**config.mk**
```make
export PLATFORM = sky130hd
export DESIGN_NAME = snake_step_gen
export DESIGN_NICKNAME = d
export VERILOG_FILES = /design/src/rtl/snake_step_gen.sv
export SDC_FILE = /design/constraint.sdc
export NUM_CORES = 1
export LEC_CHECK = 0
export CORE_MARGIN = 4
export CORE_UTILIZATION = 50
export DETAILED_ROUTE_END_ITERATION = 8
export GPL_TIMING_DRIVEN = 0
export PLACE_DENSITY = 0.74
export SKIP_LAST_GASP = 1
export SYNTH_ARGS = -nofsm -noshare
export SYNTH_HDL_FRONTEND = slang
export SYNTH_SLANG_ARGS = --single-unit
```
**constraint.sdc**
```tcl
create_clock -name clk -period 3.2 [get_ports clk]
set_input_delay 0.48 -clock clk [delete_from_list [all_inputs] [get_ports clk]]
set_output_delay 0.48 -clock clk [all_outputs]
set_load 0.1 [all_outputs]
```
**src/rtl/snake_step_gen.sv**
```systemverilog
// snake_step_gen: step sequencer feeding the per-digit 7-segment snake ROMs.
// A prescaled base index (0..STEPS-1) plus four phase-shifted addresses, one
// per digit. Supports run / pause / single-step / direction control.
// Optional build macro SNAKE_BOUNCE_EN: the index ping-pongs between its
// ends instead of wrapping, and dir is only latched when leaving IDLE.
module snake_step_gen #(
   parameter int CLK_DIV = 25000000,
   parameter int STEPS   = 20,
   parameter int PHASE   = 5
) (
   input  logic       clk,
   input  logic       rst,
   input  logic       en,
   input  logic       pause,
   input  logic       dir,
   input  logic       step,
   output logic [4:0] addr0,
   output logic [4:0] addr1,
   output logic [4:0] addr2,
   output logic [4:0] addr3,
   output logic       tick,
   output logic       wrap,
   output logic       running
);

   localparam int             PW         = $clog2(CLK_DIV);
   localparam logic [PW-1:0]  PRESC_LAST = PW'(CLK_DIV - 1);
   localparam logic [4:0]     BASE_LAST  = 5'(STEPS - 1);

   typedef enum logic [1:0] {IDLE, RUN, PAUSE} state_t;

   state_t          state_reg;
   logic [PW-1:0]   presc_reg;
   logic [4:0]      base_reg;
   logic            tick_reg;
   logic            wrap_reg;
   logic            running_reg;
   logic [4:0]      addr_reg [4];

   logic            advance;
   logic [4:0]      adv_base;
   logic            adv_wrap;

   // (base + k*PHASE) mod STEPS. base < STEPS and the constant offset is
   // pre-reduced, so a single conditional subtract finishes the reduction.
   function automatic logic [4:0] mod_add(input logic [4:0] b, input int k);
      logic [6:0] sum;
      sum = 7'(b) + 7'((k * PHASE) % STEPS);
      if (sum >= 7'(STEPS))
         sum = sum - 7'(STEPS);
      return sum[4:0];
   endfunction

   // An advance happens on prescaler expiry in RUN (pause has priority) or on
   // a step pulse in PAUSE; en=0 overrides both.
   assign advance = en && (((state_reg == RUN) && !pause && (presc_reg == PRESC_LAST)) ||
                           ((state_reg == PAUSE) && step));

`ifdef SNAKE_BOUNCE_EN
   logic flag_reg;   // 0 = moving up, 1 = moving down
   logic go_rev;
   logic adv_flag;

   // Bounce arithmetic: move per the flag, turning around on landing at an end.
   always_comb begin
      go_rev = flag_reg;
      if (base_reg == 5'd0)
         go_rev = 1'b0;
      else if (base_reg == BASE_LAST)
         go_rev = 1'b1;
      adv_base = go_rev ? base_reg - 5'd1 : base_reg + 5'd1;
      adv_flag = go_rev;
      adv_wrap = 1'b0;
      if (adv_base == BASE_LAST) begin
         adv_flag = 1'b1;
         adv_wrap = 1'b1;
      end else if (adv_base == 5'd0) begin
         adv_flag = 1'b0;
         adv_wrap = 1'b1;
      end
   end

   // Direction flag: loaded from dir when leaving IDLE, flipped at each end.
   always_ff @(posedge clk) begin
      if (rst || !en)
         flag_reg <= 1'b0;
      else if (state_reg == IDLE)
         flag_reg <= dir;
      else if (advance)
         flag_reg <= adv_flag;
   end
`else
   // Modulo arithmetic: dir is live and sampled in the advance cycle.
   always_comb begin
      adv_wrap = 1'b0;
      if (!dir) begin
         if (base_reg == BASE_LAST) begin
            adv_base = 5'd0;
            adv_wrap = 1'b1;
         end else begin
            adv_base = base_reg + 5'd1;
         end
      end else begin
         if (base_reg == 5'd0) begin
            adv_base = BASE_LAST;
            adv_wrap = 1'b1;
         end else begin
            adv_base = base_reg - 5'd1;
         end
      end
   end
`endif

   // Control FSM: state, prescaler, base index and the registered pulses.
   always_ff @(posedge clk) begin
      tick_reg <= 1'b0;
      wrap_reg <= 1'b0;
      if (rst || !en) begin
         state_reg   <= IDLE;
         presc_reg   <= '0;
         base_reg    <= 5'd0;
         running_reg <= 1'b0;
      end else begin
         case (state_reg)
            IDLE: begin
               state_reg   <= RUN;
               running_reg <= 1'b1;
            end
            RUN: begin
               if (pause) begin
                  state_reg   <= PAUSE;
                  running_reg <= 1'b0;
               end else if (presc_reg == PRESC_LAST) begin
                  presc_reg <= '0;
               end else begin
                  presc_reg <= presc_reg + 1'b1;
               end
            end
            PAUSE: begin
               if (!pause) begin
                  state_reg   <= RUN;
                  running_reg <= 1'b1;
               end
            end
            default: begin
               state_reg   <= IDLE;
               running_reg <= 1'b0;
            end
         endcase
         if (advance) begin
            base_reg <= adv_base;
            tick_reg <= 1'b1;
            wrap_reg <= adv_wrap;
         end
      end
   end

   // Per-digit address registers, updated on the same edge as the base.
   for (genvar gi = 0; gi < 4; gi++) begin : g_addr
      always_ff @(posedge clk) begin
         if (rst || !en)
            addr_reg[gi] <= mod_add(5'd0, gi);
         else if (advance)
            addr_reg[gi] <= mod_add(adv_base, gi);
      end
   end

   assign addr0   = addr_reg[0];
   assign addr1   = addr_reg[1];
   assign addr2   = addr_reg[2];
   assign addr3   = addr_reg[3];
   assign tick    = tick_reg;
   assign wrap    = wrap_reg;
   assign running = running_reg;

endmodule

```
==> impl_metrics.toml <==
[global_routing]
grt_max_degree = 21
antenna_found_initial = 0
grt_use_total_pct = 17.87
grt_pass1_wl_mm = 10.77
grt_overflow = 0
grt_pass1_vias = 2389

[pwr]
fin_total_pwr_mw = 1.404
p_leak_nw = 1.488
ir_drop_mv = 0.1978
powerDensity_nw_per_um2 = 355.8

[critical_path]
crit_buf_inv = 3
endpoint = "addr_reg[1][3]$_SDFFCE_PN0P_"
critPathTopFamily = "compound AO/OA/AOI/OAI gates"
start_kind = "input port"
worstPathArrival_ns = 3.21
cpMaxStageDelayCell = "a211o_4"
critPathLaunch = "dir"
critPathMaxStageDelay_ns = 0.37
end_kind = "flop"
crit_fanout = 6
r2r_end = "addr_reg[1][3]$_SDFFCE_PN0P_"
crit_cells = 15
reg2reg_depth = 14
r2r_start = "base_reg[4]$_SDFFE_PP0P_"
worstPathCellList = "dlygate4sd2_1, buf_6, nand3b_1, a211o_4, nand2_4, ha_2, a32oi_2, xnor2_2, buf_4, ha_1, a21boi_2, nor2_2, mux2i_2, o21ai_1, a32o_2"
required_ns = 3.26
rrSetupSlack_ns = 0.06
worstSetupPathType = "input port to flop"

[synth]
synth_seq_cells = 53
synthFlopType = "dfxtp_1"
syn-cell-area_um2 = 3141
ys_warn_count = 0
ys_async_sr_fraction_pct = 0
ys_types = 63
avgSynthCellArea_um2 = 9.575
syn_inst = 328
yosysSeqAreaShare_pct = 39.52
syn_nets = 357
synth-edff-count = 18

[final_layout]
final_common_cell = "nor2_1"
diodes = 0
utilization_pct = 65.89
fillCellCount = 448
seqCellArea_um2 = 1246
drive_gt1_share_pct = 20.42
finalNetCount = 410
multi_input_area_um2 = 1869
syn2layout_area_growth_pct = 25.70
final_cell_mix = "40 x nor2_1, 33 x dfxtp_1, 27 x nand2_1, 27 x clkdlybuf4s50_1"
largest_reg_flops = 25

[timing]
tightest_slew_ns = 0.9723
finClkSkew_ns = 0.007753
fmax_ghz = 0.3181
slew_viol_final = 0
finalSetupViolations = 0
fin_crit_sh_pct = 98.23
hold_viol = 0
period_minus_slack_ns = 3.143
slew_headroom_pct = 34.98
rsz0062_at_grt = "true"

[place]
io_buffers = 28
gp_congestion = 0.8696
place_hpwl_mm = 4.319

[route]
wl_per_cell_um = 14.30
drtIter0Drc = 128
vias = 2503
via_per_inst = 5.477
ant_nets = 0
first_pass_iters = 5
drc = 0
drt_wl_total_mm = 6.536

[clocking]
ctsHoldBuffers = 0
h-tree-depth = 2
clock-sinks = 53
clk_transition_reported_paths_ns = 0.10
cts_buffer_depth = 2
cts_made_buffers = 5
cts_tree = "built"
cts_root_buffer = "clkbuf_8"
clk_latency_ns = 0.31

[floorplan]
initial_core_util_pct = 52.42
dieArea_um2 = 7613
die_w_um = 87.25
io_pins = 29
die_h_um = 87.25
core-area_um2 = 5991
row_count = 28

[hold_path]
min-delay-path-class = "flop to flop"

[status]
status = "complete, no violations"

[flow_run]
cap_violations = 0
## layer usage
layer,vias up,track usage (%),wire length [µm]
li1,1249,-,-
met1,1180,23.32,3050
met2,67,29.73,3043
met3,7,3.500,357
met4,0,5.718,85
met5,-,0,0
## area by class of cell
cell class,count,share of cell area (%)
clock buffers,7,2.472
plain buffers,13,3.265
inverters,17,1.616
clock inverters,1,0.2219
multi-input cells,245,47.35
flip-flops and latches,53,31.57
well taps,75,2.377
repair buffers,46,11.13
## worst min path at each step
stage / to / cells after the start / start
floorplan: presc_reg[1]$_SDFFE_PP0P_ / 2 / presc_reg[1]$_SDFFE_PP0P_
global placement: presc_reg[1]$_SDFFE_PP0P_ / 2 / presc_reg[1]$_SDFFE_PP0P_
detailed placement: presc_reg[1]$_SDFFE_PP0P_ / 2 / presc_reg[1]$_SDFFE_PP0P_
CTS: presc_reg[1]$_SDFFE_PP0P_ / 2 / presc_reg[1]$_SDFFE_PP0P_
global route: presc_reg[1]$_SDFFE_PP0P_ / 2 / presc_reg[1]$_SDFFE_PP0P_
finish: presc_reg[1]$_SDFFE_PP0P_ / 2 / presc_reg[1]$_SDFFE_PP0P_
## cells in the mapped netlist, types with 2 or more instances
| cell | number | area (µm²) |
|---|---|---|
| inv_1 | 16 | 60.06 |
| o31ai_1 | 2 | 15.01 |
| mux2i_1 | 2 | 20.02 |
| a32o_1 | 2 | 20.02 |
| buf_6 | 4 | 45.04 |
| and2_1 | 3 | 18.77 |
| a31oi_1 | 3 | 18.77 |
| nand2_1 | 29 | 108.9 |
| and3_1 | 5 | 31.28 |
| edfxtp_1 | 18 | 540.5 |
| a21oi_1 | 13 | 65.06 |
| o21ai_0 | 10 | 50.05 |
| or3_1 | 4 | 25.02 |
| o21a_1 | 4 | 30.03 |
| dfxtp_1 | 35 | 700.7 |
| nor2_1 | 41 | 153.9 |
| xor2_1 | 15 | 131.4 |
| nand3_1 | 18 | 90.09 |
| nor3_1 | 7 | 35.03 |
| buf_2 | 3 | 15.01 |
| nand3b_1 | 3 | 22.52 |
| clkbuf_1 | 2 | 7.510 |
| xnor2_1 | 19 | 166.4 |
| nand4_1 | 5 | 31.28 |
| ha_1 | 23 | 287.8 |
| buf_4 | 2 | 15.01 |
| nor2b_1 | 4 | 25.02 |
## where the power goes
| part | total (mW) | switching (mW) | internal (mW) |
|---|---|---|---|
| combinational | 0.270 | 0.166 | 0.104 |
| clock | 0.430 | 0.226 | 0.204 |
| sequential | 0.705 | 0.00336 | 0.701 |
## cells by family (layout without fill, tap and decap cells)
kind of cell    count (synthesis)  after routing  share of synthesized area (%)
fa+ha+maj                      23             23                          9.163
simple gates                  136            136                          23.19
mux                             3              3                          1.076
xor+xnor                       34             34                          9.482
flops                          53             53                          39.52
buf+inv                        30             84                          6.135
compound gates                 49             49                          11.44
## through the flow
stage          setup slack, ns  setup TNS (ns)  instances  hold slack (ns)  cell area [µm²]
5_1_grt               -0.09791         -0.1359        457           0.5572             3948
3_3_place_gp           -0.6750          -4.903        431           0.4836             3525
6_report               0.05668               0        457           0.5128             3948
2_1_floorplan         0.003968               0        328           0.4666             3151
4_1_cts                0.03452               0        452           0.5107             3852
3_5_place_dp           -0.7197          -4.305        431           0.4977             3525
## repair_timing
| item | in CTS | in global routing |
|---|---|---|
| resized for setup | 23 | 15 |
| buffers inserted | 13 | 5 |
| endpoints found under the setup margin | 7 | 6 |
| pin swaps | 7 | 6 |
## worst reg2reg max path, delay by kind of cell (launching register included)
kind / cells / cell delay, ns
buf+inv: 2 / 0.41
flops: 1 / 0.32
compound gates: 5 / 1.06
mux: 1 / 0.23
simple gates: 3 / 0.33
xor+xnor: 1 / 0.17
fa+ha+maj: 2 / 0.38
Power figures use the tool's default switching activity.
